[src/rtl/common_pkg.sv]
// Shared types and sizing constants for the matrix datapath.
// Also holds the skew feeder's state encoding and flush length.
package common_pkg;

  localparam int SYS_ARRAY_SIZE = 4;
  localparam int MATRIX_DATA_W  = 16;

  typedef logic [MATRIX_DATA_W-1:0] matrix_data_t;

  // Zeros needed after the last slice for it to reach PE(N-1,N-1).
  localparam int FEED_FLUSH_CYCLES = 2*SYS_ARRAY_SIZE-1;

  typedef enum logic [1:0] {
    IDLE,
    STREAM,
    FLUSH,
    DONE
  } feeder_state_t;

endpackage

[src/rtl/skew_lane.sv]
// Fixed-depth shift register for one operand lane of the systolic feeder.
// Lane i of the array uses depth i+1 to build the diagonal wavefront.
module skew_lane
  import common_pkg::*;
#(
  parameter int DEPTH = 1
) (
  input  logic         clk,
  input  logic         rst_n,
  input  matrix_data_t shift_data,
  output matrix_data_t lane_data
);

  matrix_data_t stage_q [DEPTH];

  always_ff @(posedge clk or negedge rst_n) begin
    if (!rst_n) begin
      for (int s = 0; s < DEPTH; s++) stage_q[s] <= '0;
    end else begin
      stage_q[0] <= shift_data;
      for (int s = 1; s < DEPTH; s++) stage_q[s] <= stage_q[s-1];
    end
  end

  assign lane_data = stage_q[DEPTH-1];

endmodule

[src/rtl/systolic_feeder.sv]
// Operand skew stage in front of the N x N systolic array: accepts one
// K-slice per beat, skews lane i by i cycles, flushes zeros and flags done.
module systolic_feeder
  import common_pkg::*;
#(
  parameter int K_MAX = 1024
) (
  input  logic                                      clk_i,
  input  logic                                      rst_i,
  input  logic                                      valid_i,
  output logic                                      ready_o,
  input  logic                                      last_i,
  input  matrix_data_t [SYS_ARRAY_SIZE-1:0]         a_col_i,
  input  matrix_data_t [SYS_ARRAY_SIZE-1:0]         b_row_i,
  output matrix_data_t [SYS_ARRAY_SIZE-1:0]         a_o,
  output matrix_data_t [SYS_ARRAY_SIZE-1:0]         b_o,
  output logic                                      busy_o,
  output logic                                      done_o,
  output logic [$clog2(K_MAX+1)-1:0]                k_cnt_o,
  output logic                                      err_o
);

  localparam int N  = SYS_ARRAY_SIZE;
  localparam int KW = $clog2(K_MAX+1);
  localparam int FW = $clog2(FEED_FLUSH_CYCLES+1);

  feeder_state_t            state_q, state_d;
  logic [FW-1:0]            flush_cnt_q;
  logic [KW-1:0]            k_cnt_q;
  logic                     err_q;
  logic                     accept;
  logic                     flush_last;
  matrix_data_t [N-1:0]     a_shift, b_shift;

  assign accept     = valid_i && ready_o;
  assign flush_last = (flush_cnt_q == FW'(FEED_FLUSH_CYCLES-1));

  always_ff @(posedge clk_i or negedge rst_i) begin
    if (!rst_i) state_q <= IDLE;
    else        state_q <= state_d;
  end

  always_comb begin
    state_d = state_q;
    ready_o = 1'b0;
    busy_o  = 1'b0;
    done_o  = 1'b0;
    case (state_q)
      IDLE: begin
        ready_o = 1'b1;
        if (valid_i) state_d = last_i ? FLUSH : STREAM;
      end
      STREAM: begin
        ready_o = 1'b1;
        busy_o  = 1'b1;
        if (valid_i && last_i) state_d = FLUSH;
      end
      FLUSH: begin
        busy_o = 1'b1;
        if (flush_last) state_d = DONE;
      end
      DONE: begin
        done_o  = 1'b1;
        state_d = IDLE;
      end
      default: state_d = IDLE;
    endcase
  end

  always_ff @(posedge clk_i or negedge rst_i) begin
    if (!rst_i)                flush_cnt_q <= '0;
    else if (state_q == FLUSH) flush_cnt_q <= flush_cnt_q + FW'(1);
    else                       flush_cnt_q <= '0;
  end

  // Beat count saturates; an accept at saturation still feeds data but latches err.
  always_ff @(posedge clk_i or negedge rst_i) begin
    if (!rst_i) begin
      k_cnt_q <= '0;
      err_q   <= 1'b0;
    end else begin
      if (state_q == DONE)                          k_cnt_q <= '0;
      else if (accept && (k_cnt_q != KW'(K_MAX)))   k_cnt_q <= k_cnt_q + KW'(1);
      if (accept && (k_cnt_q == KW'(K_MAX)))        err_q   <= 1'b1;
    end
  end

  assign k_cnt_o = k_cnt_q;
  assign err_o   = err_q;

  always_comb begin
    for (int i = 0; i < N; i++) begin
      a_shift[i] = accept ? a_col_i[i] : '0;
      b_shift[i] = accept ? b_row_i[i] : '0;
    end
  end

  for (genvar i = 0; i < N; i++) begin : g_lane
    skew_lane #(.DEPTH(i+1)) u_a_lane (
      .clk        (clk_i),
      .rst_n      (rst_i),
      .shift_data (a_shift[i]),
      .lane_data  (a_o[i])
    );
    skew_lane #(.DEPTH(i+1)) u_b_lane (
      .clk        (clk_i),
      .rst_n      (rst_i),
      .shift_data (b_shift[i]),
      .lane_data  (b_o[i])
    );
  end

endmodule

[config.mk]
export PLATFORM = sky130hd
export DESIGN_NAME = systolic_feeder
export DESIGN_NICKNAME = d
export VERILOG_FILES = /design/src/rtl/common_pkg.sv /design/src/rtl/skew_lane.sv /design/src/rtl/systolic_feeder.sv
export SDC_FILE = /design/constraint.sdc
export NUM_CORES = 1
export LEC_CHECK = 0
export ABC_AREA = 1
export ABC_CLOCK_PERIOD_IN_PS = 1300
export CAP_MARGIN = 20
export CELL_PAD_IN_SITES_DETAIL_PLACEMENT = 1
export CELL_PAD_IN_SITES_GLOBAL_PLACEMENT = 1
export CORE_MARGIN = 8
export CORE_UTILIZATION = 35
export CTS_CLUSTER_SIZE = 14
export DETAILED_ROUTE_END_ITERATION = 10
export GPL_TIMING_DRIVEN = 1
export PLACE_DENSITY = 0.77
export SETUP_SLACK_MARGIN = 0.2
export SYNTH_ARGS = -nofsm -noshare
export SYNTH_HDL_FRONTEND = slang
export SYNTH_SLANG_ARGS = --single-unit
[constraint.sdc]
create_clock -name clk_i -period 1.3 [get_ports clk_i]
set_input_delay 0.26 -clock clk_i [delete_from_list [all_inputs] [get_ports clk_i]]
set_output_delay 0.26 -clock clk_i [all_outputs]
set_load 0.02 [all_outputs]
==> impl_metrics.json, run 1 <==
{
  "reg2reg_to": "k_cnt_o[10]$_DFFE_PN0P_",
  "rows": 64,
  "grt_use_total": 0.162,
  "hp-class": "input port to asynchronous set/reset pin",
  "rsz0062_at_grt": "yes",
  "ys_seq_elements": 337,
  "synthAdderAreaFrac": 0.00917,
  "final.setup.worst_slack_ns": -0.430,
  "vdd_drop_max_v": 0.00118,
  "endpoint_kind": "output port",
  "antenna_found_initial": 0,
  "cp-start-kind": "flip-flop",
  "grt_pass1_wl_mm": 45.4,
  "die_y_um": 193,
  "routed.top_layer": "met4",
  "wl_per_cell_um": 19.9,
  "viasPerCell": 4.20,
  "yosysTopAreaCell": "dfrtp_1",
  "fin_crit_ns": 1.73,
  "drtIter0Drc": 214,
  "vias": 6520,
  "synthCells": 826,
  "drive_gt1_frac": 0.310,
  "dr_wl_met3_mm": 1.95,
  "synth_cell_types": 23,
  "ys.flop_type": "dfrtp_1",
  "rr_worst_depth": 10,
  "crit_required_ns": 1.04,
  "slew_headroom": 0.680,
  "worst_pin_slew_ns": 0.478,
  "die_width_um": 193,
  "cts_tree": "built",
  "portBuffers": 274,
  "cts.sinks": 337,
  "slew_violations": 0,
  "antenna_left": 0,
  "crit_fanout": 3,
  "ioPinCount": 275,
  "die_area_um2": 37100,
  "clock_path_buffers": 3,
  "synth-edff-count": 0,
  "synth-simple-area-share": 0.0788,
  "path_class": "flip-flop to output port",
  "post-route-period-util": 1.33,
  "status": "finished, violations left",
  "syn_to_final_growth_pct": 49.5,
  "power_w": 0.0339,
  "grt_max_degree": 54,
  "synth-compound-area-share": 0.00482,
  "start_util": 0.356,
  "coreArea_um2": 30700,
  "failed_checks": "negative setup slack",
  "ys_seq_area_frac": 0.773,
  "hold_ws_ns": 0.240,
  "dp.cells": 1444,
  "cts_buffers": 37,
  "hold_violations": 0,
  "first_global_vias": 7719,
  "async_reset_ff_frac": 1.00,
  "m1WireLength_mm": 11.9,
  "first_pass_iters": 4,
  "avgSynthCellArea_um2": 13.2,
  "netlist.area_leader.share": 0.773,
  "max_cap_violations": 0,
  "yosys_warnings": 0,
  "synth.most_common_cell": "dfrtp_1",
  "setup_violations": 168,
  "synthTopCellsByCount": "dfrtp_1 (337), nor2_1 (146), inv_1 (144)",
  "grt_overflow": 0,
  "fmax_ghz": 0.578,
  "met2WireLength_mm": 16.3,
  "synthMuxAreaShare": 0.000917,
  "gp_congestion": 0.766,
  "hpwl_mm": 18.7,
  "synth_nets": 966,
  "insertion_delay_ns": 0.51,
  "arrival_ns": 1.47,
  "synth_top_family_by_area": "buffers and inverters",
  "p_leak_nw": 8.56,
  "post-place-ws_ns": -0.338,
  "drc_errors": 0,
  "finalWirelength_mm": 30.9,
  "r2r-start": "state_q[0]$_DFFE_PN0P_",
  "r2r_setup_slack_ns": -0.43,
  "fin_util": 0.532,
  "p_per_area_nw_per_um2": 2080,
  "clk_pin_slew_ns": 0.06,
  "htreeDepth": 2,
  "ctsRootBufferMaster": "clkbuf_16",
  "ys_top_cells_by_area": "dfrtp_1 (77%), buf_4 (6.7%), nor2_1 (5.0%)",
  "synth_xor_area_frac": 0.00241,
  "instances_no_fill": 1554,
  "final_nets": 1270,
  "skew_ns": 0.00947,
  "synth.cell_area_um2": 10900
}
## flip-flops by register name (all words and copies together) (netlist names)
name                       cells
g_lane.u_a_lane.stage_q       96
g_lane.u_b_lane.stage_q       96
g_lane.u_a_lane.lane_data     64
g_lane.u_b_lane.lane_data     64
k_cnt_o                       11
flush_cnt_q                    3
state_q                        2
err_o                          1
## layer usage
| layer | track usage | vias to the layer above |
|---|---|---|
| met3 | 0.0455 | 55 |
| met5 | 0 | - |
| li1 | - | 2929 |
| met2 | 0.288 | 207 |
| met4 | 0.0491 | 0 |
| met1 | 0.187 | 3329 |
## power by group
part	total [W]	internal (W)	switching, W
clock	0.0104	0.00631	0.00409
sequential	0.0137	0.0127	0.000966
combinational	0.00978	0.00501	0.00478
## placed cells by master, fill, tap and decap left out, drive strengths merged, types with 2 or more instances in the layout
cell type,netlist,layout
nand3,12,12
buf,112,242
o21ai,7,7
clkbuf,0,59
nor2,150,150
bufbuf,0,2
clkdlybuf4s50,0,130
inv,145,146
ha,8,8
clkinv,0,6
nand4,7,7
nand2,41,42
xor2,2,2
dfrtp,337,337
## timing repair
item | 4_1_cts | 5_1_grt
setup endpoints to repair | 288 | 288
resized for setup | 881 | 47
hold endpoints to repair | 111 | 0
hold buffers | 1 | 0
cloned | 14 | 1
pin swaps | 4 | 5
setup buffers | 20 | 7
## kinds of logic (layout without fill, tap and decap cells)
logic type               Yosys count  in the layout
AO/OA/AOI/OAI                      9              9
XOR/XNOR                           3              3
adder cells (fa/ha/maj)            8              8
buffers and inverters            257            587
flip-flops                       337            337
multiplexers                       1              1
other                              0              1
AND/OR/NAND/NOR                  211            212
## worst max path at each step
stage	start	endpoint	cells after the start
after global placement	state_q[0]$_DFFE_PN0P_	busy_o	3
final	state_q[0]$_DFFE_PN0P_	ready_o	5
after detailed placement	state_q[0]$_DFFE_PN0P_	g_lane[1].u_b_lane.stage_q[30]$_DFF_PN0_	8
after CTS	state_q[0]$_DFFE_PN0P_	ready_o	5
after global routing	state_q[0]$_DFFE_PN0P_	ready_o	5
after floorplan	state_q[0]$_DFFE_PN0P_	g_lane[0].u_a_lane.lane_data[0]$_DFF_PN0_	8
## critical path, cell delays in order, from the launching register on
cell,delay [ns]
dfrtp_2,0.44
inv_2,0.08
ha_4,0.17
nor2_4,0.10
inv_2,0.06
buf_6,0.13
## metrics by stage
stage,setup TNS (ns),cell area [um2]
final,-41.41,16300
after global routing,-51.23,16300
after CTS,-41.33,16100
after detailed placement,-35.78,14000
after global placement,-29.25,14000
after floorplan,-10.07,11000
## area by class of cell
cell class                 count  area, um2
clock inverter                 8       72.6
fill                        3014      14400
sequential                   337       8440
inverter                     145        547
clock buffer                  58       1160
timing repair buffer         376       4330
multi-input combinational    233       1270
tap                          396        495
antenna                        1       2.50
(Power assumes the default switching activity.)
==> inputs of run 2 (changes only) <==
Settings changed: CORE_UTILIZATION 35 to 44, DONT_BUFFER_PORTS from default to 1, PLACE_DENSITY 0.77 to 0.75.
==> run 2 against run 1 <==
The flow finishes with violations (negative hold slack, negative setup slack). Final area shrank 6.1%. Sequential share of layout area grew 4.4 points. Routed wire length grew 1.6%. Clock-buffer cell count shrank 6. Sequential cell count is the same. Clock power is essentially flat. Sequential power grew 10%. Combinational power shrank 16%. Non-clock buffer count shrank 153.
==> impl_metrics.json, run 2 (synthesized netlist as in run 1, its figures left out) <==
{
  "status": "finished, violations left",
  "failed_checks": "negative hold slack, negative setup slack",
  "ioPinCount": 275,
  "final_area_um2": 15300,
  "crit_fanout": 7,
  "grt_pass1_wl_mm": 45.0,
  "placed_area_um2": 10800,
  "endpoint_kind": "flip-flop",
  "coreArea_um2": 24300,
  "rsz0062_at_grt": "yes",
  "path_class": "flip-flop to flip-flop",
  "post-place-ws_ns": -0.251,
  "final_cell_mix": "dfrtp_1 (205), inv_1 (138), dfrtp_2 (132), dlygate4sd3_1 (130), nor2_4 (62)",
  "finalWirelength_mm": 31.4,
  "die_y_um": 173,
  "p_per_area_nw_per_um2": 2200,
  "layout_commonest_cell": "dfrtp_1",
  "r2r-start": "state_q[1]$_DFFE_PN0P_",
  "start_util": 0.449,
  "slew_violations": 0,
  "first_pass_iters": 4,
  "hold_violations": 337,
  "ctsRootBufferMaster": "clkbuf_16",
  "grt_max_degree": 338,
  "vias": 6071,
  "grt_overflow": 0,
  "p_leak_nw": 7.53,
  "cp-start-kind": "flip-flop",
  "drtIter0Drc": 353,
  "rows": 57,
  "largest_registers": "g_lane.u_a_lane.stage_q (96), g_lane.u_b_lane.stage_q (96)",
  "wl_per_cell_um": 23.5,
  "hp-class": "input port to asynchronous set/reset pin",
  "postCtsHoldBufs": 130,
  "die_width_um": 173,
  "hold_ws_ns": -0.550,
  "reg2reg_to": "g_lane[3].u_b_lane.stage_q[57]$_DFF_PN0_",
  "hpwl_mm": 14.7,
  "final_nets": 1115,
  "max_cap_violations": 0,
  "syn_to_final_growth_pct": 40.3,
  "vdd_drop_max_v": 0.00153,
  "cts.sinks": 337,
  "portBuffers": 0,
  "r2r_setup_slack_ns": -0.44,
  "drc_errors": 0,
  "slew_headroom": 0.604,
  "die_area_um2": 30100,
  "first_global_vias": 7298,
  "setup_violations": 151,
  "cts_tree": "built",
  "drive_gt1_frac": 0.427,
  "arrival_ns": 2.14,
  "htreeDepth": 2,
  "post-route-period-util": 1.34,
  "antenna_left": 0,
  "gp_congestion": 0.751,
  "antenna_found_initial": 6,
  "fin_crit_ns": 1.74,
  "clk_pin_slew_ns": 0.06,
  "crit_required_ns": 1.69,
  "clock_path_buffers": 3,
  "rr_worst_depth": 11,
  "final.setup.worst_slack_ns": -0.442,
  "viasPerCell": 4.56,
  "insertion_delay_ns": 0.50,
  "worst_pin_slew_ns": 0.594,
  "cts_buffers": 36,
  "grt_use_total": 0.197,
  "fmax_ghz": 0.574,
  "skew_ns": 0.0167
}
[run 2: cell count changes in the layout (fill, tap and decap cells not counted), moves of 56 or more]
| cell | before | now |
|---|---|---|
| dfrtp_2 | 6 | 132 |
| clkdlybuf4s50_1 | 130 | 0 |
| dfrtp_1 | 331 | 205 |
| buf_6 | 151 | 29 |
| nor2_1 | 125 | 37 |
| dlygate4sd3_1 | 1 | 130 |
| nor2_4 | 6 | 62 |
[run 2: power by group]
part | switching [W] | internal [W]
sequential | 0.00223 | 0.0129
clock | 0.00411 | 0.00625
combinational | 0.00382 | 0.00438
total | 0.0102 | 0.0235
[run 2: critical path: stages (launching register included)]
cell and delay (ns):
dfrtp_1 0.39, inv_2 0.08, ha_4 0.17, nor2_4 0.12
inv_2 0.06, buf_6 0.12, nand2_8 0.09, buf_12 0.15
buf_6 0.11, buf_8 0.13, buf_16 0.15, nor2_2 0.04
[run 2: worst max-delay path by stage]
stage	cells past startpoint	start	end
after floorplan	8	state_q[0]$_DFFE_PN0P_	g_lane[0].u_a_lane.lane_data[0]$_DFF_PN0_
after global placement	9	state_q[0]$_DFFE_PN0P_	k_cnt_o[10]$_DFFE_PN0P_
after detailed placement	9	state_q[0]$_DFFE_PN0P_	k_cnt_o[7]$_DFFE_PN0P_
after CTS	5	state_q[0]$_DFFE_PN0P_	ready_o
after global routing	11	state_q[1]$_DFFE_PN0P_	g_lane[1].u_b_lane.stage_q[23]$_DFF_PN0_
final	11	state_q[1]$_DFFE_PN0P_	g_lane[3].u_b_lane.stage_q[57]$_DFF_PN0_
[run 2: routing by layer]
layer	global-route usage	part of all wire	wire (um)	vias to the layer above
met3	0.0529	0.063	1960	89
met2	0.374	0.55	17300	229
met1	0.196	0.34	10500	3134
li1	-	-	-	2619
met5	0	0	0	-
met4	0.0909	0.049	1550	0
[run 2: final cells by class]
class	count	area, um2
multi-input combinational	232	1760
inverter	145	547
fill	2182	9000
tap	324	405
clock inverter	12	121
clock buffer	52	1090
sequential	337	8600
antenna	7	17.5
timing repair buffer	223	2780
[run 2: what timing repair did]
action / 4_1_cts / 5_1_grt
endpoints found under the setup margin: 288 / 288
cloned: 20 / 2
resized for setup: 191 / 198
endpoints found under the hold margin: 467 / 337
buffers inserted: 27 / 12
pin swaps: 15 / 19
[run 2: stage by stage]
step           setup TNS [ns]   util  total power, W  instances
2_1_floorplan          -10.07      -          0.0175        826
3_3_place_gp            -8.05  0.442          0.0175       1070
3_5_place_dp           -17.49  0.442          0.0178       1070
4_1_cts                -47.64  0.596          0.0320       1311
5_1_grt                -59.53  0.630          0.0349       1332
6_report               -52.48  0.630          0.0337       1332
==> inputs of run 3 (changes only) <==
Settings changed: SLEW_MARGIN from default to 25.
==> results of run 3 <==
The final DEF is identical to that of run 2; final timing and power are the same.
